**config.mk**
```make
export PLATFORM = sky130hd
export DESIGN_NAME = spgd_dac_arbiter
export DESIGN_NICKNAME = d
export VERILOG_FILES = /design/src/rtl/spgd_dac_arbiter.sv
export SDC_FILE = /design/constraint.sdc
export NUM_CORES = 1
export LEC_CHECK = 0
export CAP_MARGIN = 15
export CORE_ASPECT_RATIO = 1.75
export CORE_MARGIN = 4
export CORE_UTILIZATION = 43
export CTS_CLUSTER_DIAMETER = 100
export DETAILED_ROUTE_END_ITERATION = 12
export MAX_ROUTING_LAYER = met4
export PLACE_DENSITY = 0.77
export SYNTH_ARGS = -nofsm -noshare
export SYNTH_HDL_FRONTEND = slang
export SYNTH_SLANG_ARGS = --single-unit
```
**constraint.sdc**
```tcl
create_clock -name ADC_CLK -period 3.43 [get_ports ADC_CLK]
set_input_delay 0.343 -clock ADC_CLK [delete_from_list [all_inputs] [get_ports ADC_CLK]]
set_output_delay 0.343 -clock ADC_CLK [all_outputs]
set_load 0.005 [all_outputs]
```
**src/rtl/spgd_dac_arbiter.sv**
```systemverilog
// Round-robin arbiter sharing one parallel DAC write port among SPGD producers.
// Each granted word is driven through a setup/strobe/hold cycle and then acknowledged.
module spgd_dac_arbiter #(
  parameter int DAC_WIDTH  = 14,
  parameter int NUM_CH     = 3,
  parameter int CH_WIDTH   = 2,
  parameter int SETUP_CYC  = 2,
  parameter int STROBE_CYC = 1,
  parameter int HOLD_CYC   = 2,
  parameter int CNT_WIDTH  = 8
) (
  input  logic                          ADC_CLK,
  input  logic                          RST_N,
  input  logic                          ARB_EN,
  input  logic [NUM_CH-1:0]             REQ,
  input  logic [NUM_CH*DAC_WIDTH-1:0]   REQ_DATA,
  output logic [NUM_CH-1:0]             ACK,
  output logic [DAC_WIDTH-1:0]          DAC_DATA,
  output logic [CH_WIDTH-1:0]           DAC_CH,
  output logic                          DAC_WRT,
  output logic                          BUSY,
  output logic [15:0]                   XFER_CNT
);

  typedef enum logic [1:0] {
    IDLE,
    SETUP,
    STROBE,
    HOLD
  } state_e;

  localparam logic [CNT_WIDTH-1:0] SETUP_LAST  = CNT_WIDTH'(SETUP_CYC - 1);
  localparam logic [CNT_WIDTH-1:0] STROBE_LAST = CNT_WIDTH'(STROBE_CYC - 1);
  localparam logic [CNT_WIDTH-1:0] HOLD_LAST   = CNT_WIDTH'(HOLD_CYC - 1);
  localparam logic [CH_WIDTH-1:0]  LAST_RST    = CH_WIDTH'(NUM_CH - 1);

  state_e                 state_q, state_d;
  logic [CNT_WIDTH-1:0]   cnt_q, cnt_d;
  logic [CH_WIDTH-1:0]    last_q, last_d;
  logic [CH_WIDTH-1:0]    ch_q, ch_d;
  logic [DAC_WIDTH-1:0]   data_q, data_d;
  logic [NUM_CH-1:0]      ack_q, ack_d;
  logic                   wrt_q, wrt_d;
  logic                   busy_q, busy_d;
  logic [15:0]            xfer_q, xfer_d;

  logic [CH_WIDTH-1:0]    pick;
  logic                   found;
  logic                   fire;
  int                     idx;

  // Search starts just past the last winner so every channel gets a turn.
  always_comb begin
    found = 1'b0;
    pick  = '0;
    idx   = 0;
    for (int i = 1; i <= NUM_CH; i++) begin
      idx = (int'(last_q) + i) % NUM_CH;
      if (!found && REQ[idx]) begin
        found = 1'b1;
        pick  = CH_WIDTH'(idx);
      end
    end
  end

  always_comb begin
    state_d = state_q;
    cnt_d   = cnt_q;
    last_d  = last_q;
    ch_d    = ch_q;
    data_d  = data_q;
    unique case (state_q)
      IDLE: begin
        if (ARB_EN && found) begin
          state_d = SETUP;
          cnt_d   = '0;
          last_d  = pick;
          ch_d    = pick;
          data_d  = REQ_DATA[int'(pick)*DAC_WIDTH +: DAC_WIDTH];
        end
      end
      SETUP: begin
        if (cnt_q == SETUP_LAST) begin
          state_d = STROBE;
          cnt_d   = '0;
        end else begin
          cnt_d = cnt_q + 1'b1;
        end
      end
      STROBE: begin
        if (cnt_q == STROBE_LAST) begin
          state_d = HOLD;
          cnt_d   = '0;
        end else begin
          cnt_d = cnt_q + 1'b1;
        end
      end
      HOLD: begin
        if (cnt_q == HOLD_LAST) begin
          state_d = IDLE;
          cnt_d   = '0;
        end else begin
          cnt_d = cnt_q + 1'b1;
        end
      end
      default: begin
        state_d = IDLE;
        cnt_d   = '0;
      end
    endcase
  end

  // Outputs are registered from the next state so they toggle on the state edge.
  always_comb begin
    wrt_d  = (state_d == STROBE);
    busy_d = (state_d != IDLE);
    fire   = (state_d == HOLD) && (cnt_d == HOLD_LAST);
    xfer_d = xfer_q + 16'(fire);
    ack_d  = '0;
    for (int i = 0; i < NUM_CH; i++) begin
      ack_d[i] = fire && (ch_q == CH_WIDTH'(i));
    end
  end

  always_ff @(posedge ADC_CLK or negedge RST_N) begin
    if (!RST_N) begin
      state_q <= IDLE;
      cnt_q   <= '0;
      last_q  <= LAST_RST;
      ch_q    <= '0;
      data_q  <= '0;
      ack_q   <= '0;
      wrt_q   <= 1'b0;
      busy_q  <= 1'b0;
      xfer_q  <= '0;
    end else begin
      state_q <= state_d;
      cnt_q   <= cnt_d;
      last_q  <= last_d;
      ch_q    <= ch_d;
      data_q  <= data_d;
      ack_q   <= ack_d;
      wrt_q   <= wrt_d;
      busy_q  <= busy_d;
      xfer_q  <= xfer_d;
    end
  end

  assign ACK      = ack_q;
  assign DAC_DATA = data_q;
  assign DAC_CH   = ch_q;
  assign DAC_WRT  = wrt_q;
  assign BUSY     = busy_q;
  assign XFER_CNT = xfer_q;

endmodule

```
# After elaboration in Yosys (flattened, before gate mapping)
# Cells that the tools add are included.
# Widths: inputs -> output; s select.
totals:
  output_inout_bits: 37
  regBits: 49
  in_bits: 48
  wordCells: 70
classes:
  reduce_logical: 15
  order_cmp: 3
  div: 3
  shift: 1
  addsub: 5
  mux: 24
  n_eq_ne: 9
  n_mul: 1
ops:
  columns: ["cell", "count"]
  rows:
  - ["$lt 32x4->1 const B", 3]
  - ["$mod 32x3->32 const B", 3]
  - ["$shiftx 42x7->14", 1]
  - ["$mux 8", 3]
  - ["$pmux 8 s3", 1]
  - ["$add 16x1->16", 1]
  - ["$eq 8x1->1 const B", 2]
  - ["$mux 2", 7]
  - ["$eq 2x2->1 const B", 5]
  - ["$mux 1", 9]
  - ["$add 8x1->8 const B", 1]
  - ["$logic_not 8->1", 1]
  - ["$pmux 2 s4", 1]
  - ["$logic_and 1x1->1", 7]
  - ["$add 2x2->3 const B", 2]
  - ["$bmux 1 s2", 3]
  - ["$mul 2x3->5 const B", 1]
  - ["$eq 2x1->1 const B", 2]
  - ["$logic_not 2->1", 2]
  - ["$add 2x1->3 const B", 1]
  - ["$logic_not 1->1", 2]
  - ["$reduce_and 2->1", 1]
  - ["$reduce_bool 2->1", 1]
  - ["$reduce_or 2->1", 1]

# Longest topological paths before layout
depth:
  word_depth: 18
  depth_mapped: 14
  mapped_depth_nobuf: 14

# Worst setup path before layout
# Ideal clock, no wire load.
synth_path:
  path_type: "reg-to-reg"
  startpoint: "reg last_q[0]"
  endpoint: "reg xfer_q[15], in the netlist XFER_CNT[15]"
  stages_incl_launch_ff: 15
  required_time_ns: 3.351
  arrival_ns: 3.148
  path_buffers: 0
  synth_period_minus_slack_ns: 3.228
  setup_ns: 0.079
  setup_slack_ns: 0.202
  cell_sequence: "dfrtp_1 > inv_1 > ha_1 > or2_1 > a32oi_4 > a31oi_4 > nor3_2 > a41o_1 > and2_1 > ha_1 > and3_1 > nand2_1 > or2_2 > nor2_1 > xor2_1"
synth_via:
  elab_chain_len: 18
  word_cells_on_any_way: 31
  cone_classes: "add/sub (4); div (3); eq/ne (2); mux (16); reduce/logical (6)"
synth_lines:
  columns: ["element", "line", "rtl"]
  rows:
  - ["start: declaration", "39", "logic [CH_WIDTH-1:0] last_q, last_d;"]
  - ["start signal: assignment", "139", "last_q <= last_d;"]
  - ["$add 2x1->3", "58", "idx = (int'(last_q) + i) % NUM_CH;"]
  - ["$mod 32x3->32", "58", null]
  - ["$bmux 1 s2", "59", "if (!found && REQ[idx]) begin"]
  - ["$mux 1 (implied by the code) (2 in a row)", "59", null]
  - ["$mux 1", "59", null]
  - ["$logic_not 1->1", "59", null]
  - ["$logic_and 1x1->1", "59", null]
  - ["$mux 1", "59", null]
  - ["(+2 left out)", null, null]
  - ["$mux 1 (*)", "59", null]
  - ["$logic_and 1x1->1 (*)", "74", "if (ARB_EN && found) begin"]
  - ["$mux 8 or $mux 2 (tied branches)", "74", null]
  - ["$pmux 8 s3 or $pmux 2 s4 (tied branches)", "72", "unique case (state_q)"]
  - ["$eq 8x1->1 or $eq 2x2->1 (tied branches)", "117", "fire = (state_d == HOLD) && (cnt_d == HOLD_LAST);"]
  - ["$logic_and 1x1->1 (*)", "117", null]
  - ["$add 16x1->16 (*)", "118", "xfer_d = xfer_q + 16'(fire);"]
  - ["named net xfer_d[15]", "45", "logic [15:0] xfer_q, xfer_d;"]
  - ["end signal: assignment", "145", "xfer_q <= xfer_d;"]
  - ["end: declaration", "45", null]
# The timed path passes the listed nets; every way through them passes the cells marked *. The select of a mux whose other input is x is not followed.
# A chain may end at the register's enable or synchronous reset.

# Final worst setup path
layout_path:
  startpoint: "reg last_q[1]"
  endpoint: "reg xfer_q[15], in the netlist XFER_CNT[15]"
# Same word-level chain as after synthesis.

==> run metrics <==
Synth Area in Adders 0.0404; VDD IR-drop max between 0.4 and 0.5 mV; Reg area 1200 sq um; Initial DRC Count 54; CP Class flop to flop; drt drc 0; Setup Skew approximately 0.0053 ns; overall routing resource usage 0.185; most frequent cells in the layout clkdlybuf4s50_1 (83), dfrtp_1 (46), nand2_1 (32); syn_nets between 300 and 400; routed vias/inst 5.24; WP buf/inv 1; vias in the first global route 2,366; Post-Syn Area roughly 2800 sq um; nets between 400 and 500; Startpoint Class flop; Final Util 0.626; Max Slew Vio Count 0; FF-to-FF setup slack around 0.21 ns; total power slightly below 3 mW; post-synthesis mux area share 0.0583; max incr delay on CP ~0.57 ns; GR Layer Usage met3 0.0432; Leakage between 1.5 and 2 nW; Top delay family on crit path simple AND/OR/NAND/NOR gates; CP Data Required Time roughly 3.7 ns; GRT busiest layer met2; main combinational cell family by area after synthesis compound AO/OA/AOI/OAI gates; core area ~6300 sq um; Post-Synthesis Cells ~270; die area 7890 sq um; Vias about 2,300; Reg clk slew, reported paths 0.10 ns; GRT Residual Overflow 0; CTS Buf Count 5; highest achievable clock rate ~310 MHz; status finished, final reports clean; crit path max-delay cell type dfstp_2; Diodes inserted 0; WL/cell roughly 15 microns; # fillers 547; CP max FO 6; Synth area leader dfrtp_1; total wire length 6570 microns; Slew headroom 0.263; simple-gate area share of the yosys netlist 0.164; # IOs 85; M1 GR Usage 0.184; Synth-to-Final Area Change 40.8%; PwrDens between 700 and 800 nW/um^2; dpl ws 0.0963 ns; Final Hold Violating Endpoints 0; Worst Tran Pin Value about 1.1 ns; synth top area cells dfrtp_1 (42%), o221ai_2 (5.9%), mux2i_1 (5.0%), nand2_1 (4.3%), ha_1 (4.0%); register area share after synthesis 0.431; Synth Area in Compound Gates 0.185; Pre-antenna DRT Iters 4; critical path, cell by cell inv_1 > ha_4 > or2_1 > a32oi_4 > a31oi_4 > nor3_2 > a41o_1 > and2_1 > ha_2 > and3_4 > nand2_1 > or2_2 > nor2_2 > xor2_1; clock tree sinks 48; Max H-tree Level 2; CTS Hold Bufs 0; Multi-input gate area roughly 1500 sq um; Yosys reg bits between 40 and 50; commonest non-fill, non-tap cell in the layout clkdlybuf4s50_1; Yosys top cell area share 0.422; critical path endpoint category flop; largest net degree at the start of global routing around 50; antenna violations before repair 0; antenna-violating nets left 0; worst hold path type primary input to asynchronous set/reset pin; Final min period 3.22 ns; deepest clock path buffer count 2; worst skew pair latency about 0.32 ns; met2 Usage GRT 0.334; Synthesis Warnings 0; first-pass GRT wire length around 11,000 microns; Post-DP HPWL 4990 microns; RD Place Congestion approximately 0.86; die height between 100 and 150 microns; floorplan row count 38; Tcrit/Tclk final 0.939; Initial Utilization 0.444; # port buffers 84; final worst slack roughly 0.21 ns; Clock Tree Root clkbuf_8; syn avg cell area ~10 sq um; count of final setup violators 0; layout cells sized above 1 0.162; Max Cap Viol 0; Die W around 69 microns; CTS tree built; Yosys cell types 54; WP data arrival between 3 and 4 ns; Synth Area in XOR/XNOR 0.0534; Setup TNS 0 ns; hold slack final 0.0144 ns
per-stage QoR:
stage	area, sq um	instances
global route	3930	438
finish	3930	438
global placement	3670	425
detailed placement	3670	425
floorplan	2790	268
CTS	3810	433
routing by layer:
metal  vias up  share of wire
met4         0          0.024
met5         -              0
met1      1090           0.36
met3        13          0.059
li1       1107              -
met2        84           0.55
Yosys cell counts, drive strengths merged:
master,instances
dfrtp,47
nand2,33
inv,27
mux2i,14
o221ai,14
o21ai,13
nor2,11
xnor2,11
buf,10
nand3,10
ha,9
a21oi,7
nor2b,6
xor2,6
and3,5
or2,5
o31ai,4
and4,3
nand4,3
nor3,3
a31oi,2
a32oi,2
clkbuf,2
mux2,2
nand2b,2
a2111oi,1
a211oi,1
a21boi,1
a31o,1
a41o,1
a41oi,1
and2,1
and3b,1
and4b,1
dfstp,1
nand3b,1
nor4,1
o2111ai,1
o21a,1
o21bai,1
o22ai,1
o32ai,1
layout make-up:
class / instances / share of cell area
repair buffers: 94 / 0.237
well taps: 80 / 0.0255
inverters: 27 / 0.0258
flip-flops and latches: 48 / 0.306
clock inverters: 3 / 0.0175
multi-input cells: 181 / 0.370
clock buffers: 5 / 0.0175
cell families after synthesis:
kind of cell,count (synthesis)
DFF,48
adders and majority gates,9
AOI/OAI and AO/OA,53
xor gates and xnor gates,17
muxes,16
buffers and inverters,39
and+or+nand+nor,86
path summary, 6_finish.rpt:
check	start	to	cells past startpoint
min reg2reg	DAC_DATA[2]	DAC_DATA[2]	2
max	last_q[1]	XFER_CNT[15]	14
max reg2reg	last_q[1]	XFER_CNT[15]	14
max in group asynchronous	RST_N	last_q[1]	2
min	RST_N	DAC_DATA[0]	1
min in group ADC_CLK	DAC_DATA[2]	DAC_DATA[2]	2
flip-flops by register name, summed over array words and instances, names as in the netlist:
signal    cells
DAC_WRT       1
DAC_DATA     14
last_q        2
cnt_q         8
XFER_CNT     16
DAC_CH        1
state_q       2
ACK           3
BUSY          1
where the power goes:
group          internal (mW)  switching, mW
Combinational          0.775          0.725
Sequential             0.732          0.149
Clock                  0.294          0.211
Total                   1.80           1.08
what timing repair did:
action	in CTS	in global routing
gates resized for setup	0	13
buffers inserted	0	4
endpoints found under the setup margin	0	7
(Power assumes the default switching activity.)
